--- src/rtl/grid_access_ctrl.sv ---
`default_nettype none
// ============================================================================
// Module   : grid_access_ctrl
// Brief    : Single-port arbiter for the 28x28 drawing buffer (clear/draw/scan)
// Revision : 1.0
// ============================================================================
module grid_access_ctrl #(
   parameter int GRID_SIZE = 28,
   parameter int CELLS     = 784,
   parameter int ADDR_W    = 10
) (
   input  logic              CLOCK_50,
   input  logic              reset,
   input  logic              clear_req,
   output logic              clear_done,
   input  logic              draw_req,
   input  logic [4:0]        draw_x,
   input  logic [4:0]        draw_y,
   output logic              draw_gnt,
   input  logic              scan_start,
   output logic              scan_valid,
   input  logic              scan_ready,
   output logic              scan_data,
   output logic [ADDR_W-1:0] scan_index,
   output logic              scan_last,
   output logic [ADDR_W-1:0] mem_addr,
   output logic              mem_we,
   output logic              mem_wdata,
   input  logic              mem_rdata,
   output logic              busy
);

   localparam logic [2:0] S_IDLE      = 3'd0;
   localparam logic [2:0] S_CLEAR     = 3'd1;
   localparam logic [2:0] S_SCAN_ADDR = 3'd2;
   localparam logic [2:0] S_SCAN_CAP  = 3'd3;
   localparam logic [2:0] S_SCAN_OUT  = 3'd4;

   localparam logic [ADDR_W-1:0] LAST_IDX  = ADDR_W'(CELLS - 1);
   localparam logic [ADDR_W-1:0] IDX_ONE   = ADDR_W'(1);
   localparam logic [ADDR_W-1:0] IDX_ZERO  = '0;
   localparam logic [4:0]        MAX_COORD = 5'(GRID_SIZE - 1);

   logic [2:0]        state_q, state_d;
   logic [ADDR_W-1:0] idx_q, idx_d;
   logic              scan_valid_q, scan_valid_d;
   logic              scan_data_q, scan_data_d;
   logic [ADDR_W-1:0] scan_index_q, scan_index_d;
   logic              scan_last_q, scan_last_d;
   logic              clear_done_q, clear_done_d;

   logic [ADDR_W-1:0] draw_addr;
   logic [ADDR_W-1:0] draw_y_ext;
   logic              draw_in_range;
   logic              draw_take;

   // y*28 as a shift-add so no multiplier is inferred
   assign draw_y_ext    = ADDR_W'(draw_y);
   assign draw_addr     = (draw_y_ext << 4) + (draw_y_ext << 3) + (draw_y_ext << 2)
                        + ADDR_W'(draw_x);
   assign draw_in_range = (draw_x <= MAX_COORD) && (draw_y <= MAX_COORD);
   assign draw_take     = (state_q == S_IDLE) && draw_req && !clear_req && !scan_start;

   always_ff @(posedge CLOCK_50) begin
      if (reset) begin
         state_q      <= S_IDLE;
         idx_q        <= IDX_ZERO;
         scan_valid_q <= 1'b0;
         scan_data_q  <= 1'b0;
         scan_index_q <= IDX_ZERO;
         scan_last_q  <= 1'b0;
         clear_done_q <= 1'b0;
      end else begin
         state_q      <= state_d;
         idx_q        <= idx_d;
         scan_valid_q <= scan_valid_d;
         scan_data_q  <= scan_data_d;
         scan_index_q <= scan_index_d;
         scan_last_q  <= scan_last_d;
         clear_done_q <= clear_done_d;
      end
   end

   always_comb begin
      state_d      = state_q;
      idx_d        = idx_q;
      scan_valid_d = scan_valid_q;
      scan_data_d  = scan_data_q;
      scan_index_d = scan_index_q;
      scan_last_d  = scan_last_q;
      clear_done_d = 1'b0;
      case (state_q)
         S_IDLE: begin
            if (clear_req) begin
               state_d = S_CLEAR;
               idx_d   = IDX_ZERO;
            end else if (scan_start) begin
               state_d = S_SCAN_ADDR;
               idx_d   = IDX_ZERO;
            end
         end
         S_CLEAR: begin
            if (clear_req) begin
               idx_d = IDX_ZERO;
            end else if (idx_q == LAST_IDX) begin
               state_d      = S_IDLE;
               idx_d        = IDX_ZERO;
               clear_done_d = 1'b1;
            end else begin
               idx_d = idx_q + IDX_ONE;
            end
         end
         S_SCAN_ADDR, S_SCAN_CAP, S_SCAN_OUT: begin
            if (clear_req) begin
               state_d      = S_CLEAR;
               idx_d        = IDX_ZERO;
               scan_valid_d = 1'b0;
            end else if (state_q == S_SCAN_ADDR) begin
               state_d = S_SCAN_CAP;
            end else if (state_q == S_SCAN_CAP) begin
               scan_data_d  = mem_rdata;
               scan_index_d = idx_q;
               scan_last_d  = (idx_q == LAST_IDX);
               scan_valid_d = 1'b1;
               state_d      = S_SCAN_OUT;
            end else if (scan_valid_q && scan_ready) begin
               scan_valid_d = 1'b0;
               if (scan_last_q) begin
                  state_d = S_IDLE;
                  idx_d   = IDX_ZERO;
               end else begin
                  state_d = S_SCAN_ADDR;
                  idx_d   = idx_q + IDX_ONE;
               end
            end
         end
         default: begin
            state_d = S_IDLE;
            idx_d   = IDX_ZERO;
         end
      endcase
   end

   always_comb begin
      mem_addr  = idx_q;
      mem_we    = 1'b0;
      mem_wdata = 1'b0;
      draw_gnt  = 1'b0;
      case (state_q)
         S_IDLE: begin
            mem_addr = draw_addr;
            if (draw_take) begin
               draw_gnt  = 1'b1;
               mem_we    = draw_in_range;
               mem_wdata = 1'b1;
            end
         end
         S_CLEAR: begin
            mem_we = 1'b1;
         end
         default: begin
            mem_we = 1'b0;
         end
      endcase
      // Reset must silence the memory port in the same cycle it is raised
      if (reset) begin
         mem_we   = 1'b0;
         draw_gnt = 1'b0;
      end
   end

   assign busy       = (state_q != S_IDLE);
   assign scan_valid = scan_valid_q;
   assign scan_data  = scan_data_q;
   assign scan_index = scan_index_q;
   assign scan_last  = scan_last_q;
   assign clear_done = clear_done_q;

endmodule
`default_nettype wire
--- config.mk ---
export PLATFORM = sky130hd
export DESIGN_NAME = grid_access_ctrl
export DESIGN_NICKNAME = d
export VERILOG_FILES = /design/src/rtl/grid_access_ctrl.sv
export SDC_FILE = /design/constraint.sdc
export NUM_CORES = 1
export LEC_CHECK = 0
export CORE_MARGIN = 2
export CORE_UTILIZATION = 56
export DETAILED_ROUTE_END_ITERATION = 7
export DONT_BUFFER_PORTS = 1
export MAX_ROUTING_LAYER = met4
export PLACE_DENSITY_LB_ADDON = 0.05
export SETUP_SLACK_MARGIN = 0.15
export SLEW_MARGIN = 20
export SYNTH_ARGS = -nofsm -noshare
export SYNTH_HDL_FRONTEND = slang
export SYNTH_SLANG_ARGS = --single-unit
--- constraint.sdc ---
create_clock -name CLOCK_50 -period 3.4 [get_ports CLOCK_50]
set_input_delay 0.34 -clock CLOCK_50 [delete_from_list [all_inputs] [get_ports CLOCK_50]]
set_output_delay 0.34 -clock CLOCK_50 [all_outputs]
set_load 0.005 [all_outputs]
==> results of run 1 <==
==> area by class of cell <==
cell class | count | area share [%]
clock buffers | 3 | 1.14
repair buffers | 1 | 0.380
multi-input cells | 187 | 63.7
inverters | 22 | 4.17
clock inverters | 1 | 0.380
well taps | 46 | 2.91
flip-flops and latches | 27 | 27.3
==> worst paths after layout <==
check / cells after the start / to / startpoint
hold reg to reg: 2 / scan_index[9] / scan_index[9]
hold / removal: 1 / idx_q[0] / reset
setup / recovery: 12 / mem_addr[8] / draw_x[4]
setup reg to reg: 5 / idx_q[2] / idx_q[6]
==> sequential cells by signal (all words and copies together) (netlist names) <==
name        count
clear_done      1
scan_valid      1
idx_q          10
scan_data       1
state_q         3
scan_index     10
scan_last       1
==> metrics by stage <==
stage / hold slack [ns] / worst slack (ns)
3_5_place_dp: 0.414 / 0.348
4_1_cts: 0.0377 / 0.339
5_1_grt: 0.00759 / 0.196
2_1_floorplan: 0.453 / 0.501
6_report: 0.0491 / 0.346
3_3_place_gp: 0.412 / 0.408
==> routing by layer <==
layer / wire (um) / vias to the layer above
met2: 2030 / 47
met1: 1970 / 753
met5: 0 / -
met3: 247 / 4
li1: - / 835
met4: 43 / 0
==> synthesized netlist by cell type (2+ instances only) <==
master / count / area share [%]
o21ai_0: 11 / 2.8
nor3_1: 3 / 0.77
nand2b_1: 5 / 1.6
ha_1: 15 / 9.6
xor2_1: 2 / 0.90
inv_1: 22 / 4.2
nand2_1: 49 / 9.4
a21oi_1: 23 / 5.9
a21o_1: 6 / 2.3
fa_1: 7 / 7.2
nor4b_1: 2 / 0.90
and3_1: 6 / 1.9
clkbuf_1: 4 / 0.77
nand3b_1: 2 / 0.77
nor2_1: 9 / 1.7
o21ai_2: 2 / 0.90
nand3_1: 5 / 1.3
o21bai_1: 3 / 1.2
a31oi_1: 2 / 0.64
o21ai_1: 3 / 0.77
nand4b_1: 2 / 0.90
buf_6: 3 / 1.7
nor3b_1: 7 / 2.7
dfxtp_1: 27 / 28
==> power by group through the flow <==
stage,combinational (mW),sequential [mW],clock (mW)
6_report,0.173,0.328,0.148
3_5_place_dp,0.172,0.334,0
4_1_cts,0.174,0.328,0.152
3_3_place_gp,0.166,0.334,0
2_1_floorplan,0.150,0.329,0
5_1_grt,0.201,0.329,0.165
==> cells by family after synthesis <==
| family | Yosys count | synth area share [%] |
|---|---|---|
| compound gates | 62 | 20.0 |
| xor+xnor | 3 | 1.34 |
| fa+ha+maj | 22 | 16.8 |
| buf+inv | 32 | 7.99 |
| flops | 27 | 27.6 |
| simple gates | 100 | 26.3 |
==> flow_summary.ini, run 1 <==
[sta]
max-slew-margin-rel_pct = 47.4
max_freq_mhz = 327
period_share_pct = 89.8
fin_skew_ns = 0.00474
tightest_slew_ns = 0.786
slew_violations = 0
rsz0062_at_grt = no
tns_ns = 0
hold_viol = 0
setup_viol = 0
period_minus_slack_ns = 3.05

[pwr]
p_comb_share_pct = 26.7
p_leak_nw = 0.844
power_frac_clock_pct = 22.9
p_sw_share_pct = 33.0
finalPower_uw = 649
seq_power_share_pct = 50.5
cell_internal_pwr_uw = 435
power.switching_uw = 214
power_density_nw_per_um2 = 328
ir_drop_uv = 131

[detailed_routing]
finalWirelength_mm = 4.29
drc_errors = 0
wl_per_cell_um = 15.0
vias = 1639
ant_nets = 0
first_pass_iters = 4
routed_via_density = 5.71
drtIter0Drc = 129

[global_route]
busiest_layer = met2
met3_usage_pct = 5.00
grt_usage_pct = 24.3
antenna_found_initial = 0
globalRouteMet1Util_pct = 29.7
gr-total-overflow = 0
grt_pass1_vias = 1740
grt.met2_usage_pct = 41.0
grt_max_degree = 26
grt_pass1_wl_mm = 7.56

[layout]
final_cells = 287
fillCellCount = 333
final_common_cell = nand2_1
antenna_cells = 0
layout_common_cells = nand2_1, dfxtp_1, a21oi_1, inv_1, ha_1
area_delta_synth_final_pct = 1.09
multi_input_area_um2 = 1260
layout.nets = 281
utilization_pct = 59.3
drive_above_1_share_pct = 5.39
final_area_um2 = 1980
layout.area.seq_um2 = 541

[setup_path]
cp-end-kind = output port
worstPathMaxFanout = 2
cp-start-kind = input pin
worst_path_max_delay_cell = fa_1
timing.critical_path.mode_cell = inv_1
crit_family = adder cells
cp.arrival_ns = 2.71
cp_num_buf_inv = 4
cp_data_required_time_ns = 3.06
path_cells = inv_1 > fa_1 > inv_1 > fa_1 > ha_1 > inv_1 > fa_1 > inv_1 > a21o_1 > a21oi_1 > xor2_1 > o21ai_0
r2r_setup_slack_ns = 1.42
slowest_delay_ns = 0.54
criticalPathCategory = input pin to output port

[run_status]
status = finished clean

[synthesis]
syn-num-nets = 285
asyncSetResetFlopFracSynth_pct = 0
synth_cell_types = 50
synthFlopType = dfxtp_1
seq_area_frac_synth_pct = 27.6
netlist_area_um2 = 1960
ys_ff_latch = 27
synth_edf_count = 0
synthCells = 246
avgSynthCellArea_um2 = 7.95
yosysWarnings = 0

[placed_design]
numPortBuffers = 0
dp_cells = 283
gp_congestion = 0.895
postPlaceCellArea_um2 = 1950
dp_hpwl_mm = 3.32

[clock_tree]
cts_tree = built
max-clock-path-buffers = 2
clk_pin_slew_worst_paths_ns = 0.16
htreeDepth = 1
hold_buffers = 0
cts_sinks = 27
cts.repair.resized = 0
post-cts-setup-buffers = 0
clk_latency_ns = 0.33
numCtsBuffers = 3
root_buffer = clkbuf_4

[floorplan]
pin_count = 45
die-area_um2 = 3980
fp.coreArea_um2 = 3340
dieWidth_um = 63.1
fp.dieH_um = 63.1
rows = 21
start_util_pct = 58.6

[worst_hold_path]
min_path_type = input pin to register

[flow_run]
max-cap-violations = 0
No activity file was read; power rests on OpenSTA's default activity.
==> inputs of run 2 (changes only) <==
--- a/config.mk
+++ b/config.mk
@@ -6,7 +6,7 @@
 export NUM_CORES = 1
 export LEC_CHECK = 0
 export CORE_MARGIN = 2
-export CORE_UTILIZATION = 56
+export CORE_UTILIZATION = 30
 export DETAILED_ROUTE_END_ITERATION = 7
 export DONT_BUFFER_PORTS = 1
 export MAX_ROUTING_LAYER = met4
==> constraint.sdc (replaced) <==
create_clock -name CLOCK_50 -period 3.7 [get_ports CLOCK_50]
set_input_delay 0.37 -clock CLOCK_50 [delete_from_list [all_inputs] [get_ports CLOCK_50]]
set_output_delay 0.37 -clock CLOCK_50 [all_outputs]
set_load 0.005 [all_outputs]
==> run 2 against run 1 <==
  * Largest power group unchanged
  * Register-to-register slack better by 0.25 ns
  * Critical path depth unchanged
  * First-iteration DRC count down 51%
  * Global-route usage down 10 points
  * Highest routed layer unchanged
  * Largest cell class unchanged
==> flow_summary.ini, run 2 (synthesis results as in run 1) <==
[layout]
fillCellCount = 702
multi_input_area_um2 = 1260
area_delta_synth_final_pct = 4.03
layout.nets = 281
layout.area.seq_um2 = 541
drive_above_1_share_pct = 5.39
layout_common_cells = nand2_1, dfxtp_1, a21oi_1, inv_1, ha_1
final_common_cell = nand2_1
antenna_cells = 0

[setup_path]
cp-start-kind = input pin
cp-end-kind = output port
worstPathMaxFanout = 2
cp_data_required_time_ns = 3.33
criticalPathCategory = input pin to output port
cp.arrival_ns = 2.71

[detailed_routing]
vias = 1603
drtIter0Drc = 63
ant_nets = 0
finalWirelength_mm = 4.67
routed_via_density = 5.04
drc_errors = 0
wl_per_cell_um = 14.7
first_pass_iters = 4

[sta]
tightest_slew_ns = 0.765
period_minus_slack_ns = 3.08
fin_skew_ns = 0.00325
hold_viol = 0
max-slew-margin-rel_pct = 48.8
period_share_pct = 83.2
setup_viol = 0
slew_violations = 0
rsz0062_at_grt = no
max_freq_mhz = 325
tns_ns = 0

[pwr]
cell_internal_pwr_uw = 433
finalPower_uw = 627
power_frac_clock_pct = 27.6
p_sw_share_pct = 31.0
ir_drop_uv = 118
p_leak_nw = 0.851
power.switching_uw = 194
seq_power_share_pct = 47.9
power_density_nw_per_um2 = 308
p_comb_share_pct = 24.6

[clock_tree]
numCtsBuffers = 3
max-clock-path-buffers = 2
post-cts-setup-buffers = 0
cts.repair.resized = 0
cts_tree = built
cts_sinks = 27
htreeDepth = 1
root_buffer = clkbuf_8
hold_buffers = 0
clk_pin_slew_worst_paths_ns = 0.10
clk_latency_ns = 0.27

[floorplan]
start_util_pct = 31.0
die-area_um2 = 7190
rows = 29
fp.coreArea_um2 = 6310
dieWidth_um = 84.8
pin_count = 45
fp.dieH_um = 84.8

[worst_hold_path]
min_path_type = input pin to register

[placed_design]
numPortBuffers = 0
gp_congestion = 0.740
dp_hpwl_mm = 3.64

[global_route]
antenna_found_initial = 0
grt_pass1_wl_mm = 7.72
grt_max_degree = 26
grt_usage_pct = 13.8
grt_pass1_vias = 1617
gr-total-overflow = 0

[flow_run]
max-cap-violations = 0

[run_status]
status = finished clean
## run 2: changes by cell type in the layout (fill, tap and decap cells not counted)
| cell | delta |
|---|---|
| clkbuf_8 | +3 |
| clkbuf_4 | -3 |
## run 2: final cells by class
class	count	area share, %
multi-input cells	187	61.9
flip-flops and latches	27	26.6
well taps	77	4.73
inverters	22	4.06
clock buffers	3	2.03
clock inverters	1	0.369
repair buffers	1	0.369
## run 2: critical path: stages
cell     delay (ns)
inv_1          0.04
fa_1           0.52
inv_1          0.05
fa_1           0.50
ha_1           0.19
inv_1          0.06
fa_1           0.39
inv_1          0.07
a21o_1         0.11
a21oi_1        0.07
xor2_1         0.13
o21ai_0        0.21
## run 2: through the flow
step	setup slack, ns	util (%)	hold slack [ns]	instances	area [um^2]
final	0.621	32.2	0.150	318	2040
after detailed placement	0.611	31.5	0.444	314	1990
after CTS	0.598	32.2	0.137	318	2040
after global routing	0.434	32.2	0.126	318	2040
after global placement	0.626	31.5	0.442	314	1990
after floorplan	0.741	-	0.453	246	1960
## run 2: worst paths after layout
kind	startpoint	end	slack, ns	cells after the start
hold reg to reg	scan_index[6]	scan_index[6]	0.47	2
setup reg to reg	state_q[0]	idx_q[9]	1.67	5
setup / recovery	draw_x[4]	mem_addr[8]	0.62	12
hold / removal	reset	scan_index[5]	0.15	1
## run 2: power by group through the flow
stage	combinational [mW]	clock (mW)	sequential [mW]
floorplan	0.138	0	0.303
global placement	0.162	0	0.307
detailed placement	0.158	0	0.307
CTS	0.159	0.184	0.300
global route	0.183	0.193	0.301
finish	0.154	0.173	0.300
## run 2: layer usage
layer  track usage [%]  part of all wire (%)  vias up
li1                  -                     -      831
met1              17.1                    45      736
met2              22.8                    48       34
met3              3.24                   5.3        2
met4              3.46                  0.86        0
met5                 -                     0        -
==> inputs of run 3 (changes only) <==
==> constraint.sdc (replaced) <==
create_clock -name CLOCK_50 -period 3.2 [get_ports CLOCK_50]
set_input_delay 0.32 -clock CLOCK_50 [delete_from_list [all_inputs] [get_ports CLOCK_50]]
set_output_delay 0.32 -clock CLOCK_50 [all_outputs]
set_load 0.005 [all_outputs]
==> run 3 against run 2 <==
  * Clock skew rose by 0.0079 ns
  * Final area rose by 0.12%
  * First-iteration DRC count rose by 41%
  * Cell count did not move
  * Critical path type unchanged
  * Critical endpoint unchanged
  * Largest power group unchanged
==> flow_summary.ini, run 3 (synthesis results as in run 1) <==
[setup_path]
worstSetupStartpoint = draw_x[4]
r2r-start = state_q[0]
criticalPathCategory = input pin to output port
cp.arrival_ns = 2.55
worstPathMaxFanout = 2
reg2reg_depth = 5
cp-end-kind = output port
cp_data_required_time_ns = 2.88
crit_path_end = mem_addr[8]
reg2reg_to = idx_q[9]
r2r_setup_slack_ns = 1.16
cp-start-kind = input pin

[sta]
hold_viol = 0
slew_violations = 0
max_freq_mhz = 348
period_share_pct = 89.8
tns_ns = 0
fin_skew_ns = 0.0112
setup_viol = 0
tightest_slew_ns = 0.744
max-slew-margin-rel_pct = 50.2
worst_slack_ns = 0.326
period_minus_slack_ns = 2.87
rsz0062_at_grt = no

[clock_tree]
cts_sinks = 27
clk_pin_slew_worst_paths_ns = 0.10
cts_tree = built
max-clock-path-buffers = 2
root_buffer = clkbuf_8
hold_buffers = 0
clk_latency_ns = 0.28
numCtsBuffers = 3
post-cts-setup-buffers = 0
htreeDepth = 1
cts.repair.resized = 0

[layout]
antenna_cells = 0
final_cells = 318
fillCellCount = 696
multi_input_area_um2 = 1260
final_area_um2 = 2040
drive_above_1_share_pct = 5.81
final_common_cell = nand2_1
layout.nets = 281
area_delta_synth_final_pct = 4.16
layout_common_cells = nand2_1, dfxtp_1, a21oi_1, inv_1, ha_1
layout.area.seq_um2 = 541

[detailed_routing]
finalWirelength_mm = 4.74
vias = 1586
drc_errors = 0
wl_per_cell_um = 14.9
routed_via_density = 4.99
drtIter0Drc = 89
first_pass_iters = 4
ant_nets = 0

[pwr]
p_comb_share_pct = 24.8
p_leak_nw = 0.851
power_density_nw_per_um2 = 358
p_sw_share_pct = 31.4
ir_drop_uv = 160
power_frac_clock_pct = 27.7
finalPower_uw = 731
cell_internal_pwr_uw = 501
seq_power_share_pct = 47.5
power.switching_uw = 229

[floorplan]
pin_count = 45
fp.coreArea_um2 = 6310
dieWidth_um = 84.8
fp.dieH_um = 84.8
die-area_um2 = 7190
start_util_pct = 31.0
rows = 29

[placed_design]
place_ws_ns = 0.211
numPortBuffers = 0
postPlaceCellArea_um2 = 1990
dp_hpwl_mm = 3.66
gp_congestion = 0.740
dp_cells = 314

[worst_hold_path]
hold_depth = 1
min_path_type = input pin to register

[global_route]
grt_pass1_vias = 1631
gr-total-overflow = 0
grt_pass1_wl_mm = 7.78
antenna_found_initial = 0
grt_max_degree = 26
grt_usage_pct = 13.9

[flow_run]
max-cap-violations = 0

[run_status]
status = finished clean
## run 3: cell counts in the layout (fill, tap and decap cells not counted)
Identical to the previous run, type by type.
## run 3: power groups by stage
stage	sequential, mW	clock [mW]	combinational, mW
after CTS	0.347	0.214	0.184
after detailed placement	0.355	0	0.183
after floorplan	0.350	0	0.159
after global routing	0.349	0.226	0.212
final	0.347	0.202	0.181
after global placement	0.355	0	0.187
## run 3: final cells by class
class                      instances  share of cell area (%)
inverter                          22                    4.05
sequential                        27                    26.5
clock buffer                       3                    2.03
tap                               77                    4.73
timing repair buffer               1                   0.368
multi-input combinational        187                    61.9
clock inverter                     1                   0.368
## run 3: worst max-delay path, cell delays in order
cell and delay [ns]:
inv_1 0.04, fa_1 0.52, inv_1 0.05, fa_1 0.50, ha_1 0.18, inv_1 0.06
fa_2 0.34, inv_1 0.06, a21o_1 0.11, a21oi_1 0.07, xor2_1 0.14, o21ai_1 0.16
## run 3: worst min-delay path by stage
stage | start | to | slack [ns]
finish | reset | scan_index[5] | 0.09
global route | reset | idx_q[1] | 0.08
CTS | reset | scan_index[6] | 0.08
detailed placement | reset | scan_index[6] | 0.39
global placement | reset | scan_index[5] | 0.39
floorplan | scan_data | scan_data | 0.45
## run 3: routing by layer
metal	GRT usage, %	up-vias	wire (um)
met3	2.65	4	163
li1	-	833	-
met1	17.1	721	2220
met5	-	-	0
met4	3.46	0	53
met2	23.5	28	2310
## run 3: metrics by stage
step                      utilization (%)  hold slack, ns
final                                32.3          0.0940
after detailed placement             31.5           0.394
after floorplan                         -           0.453
after global routing                 32.3          0.0772
after CTS                            32.2          0.0849
after global placement               31.5           0.392
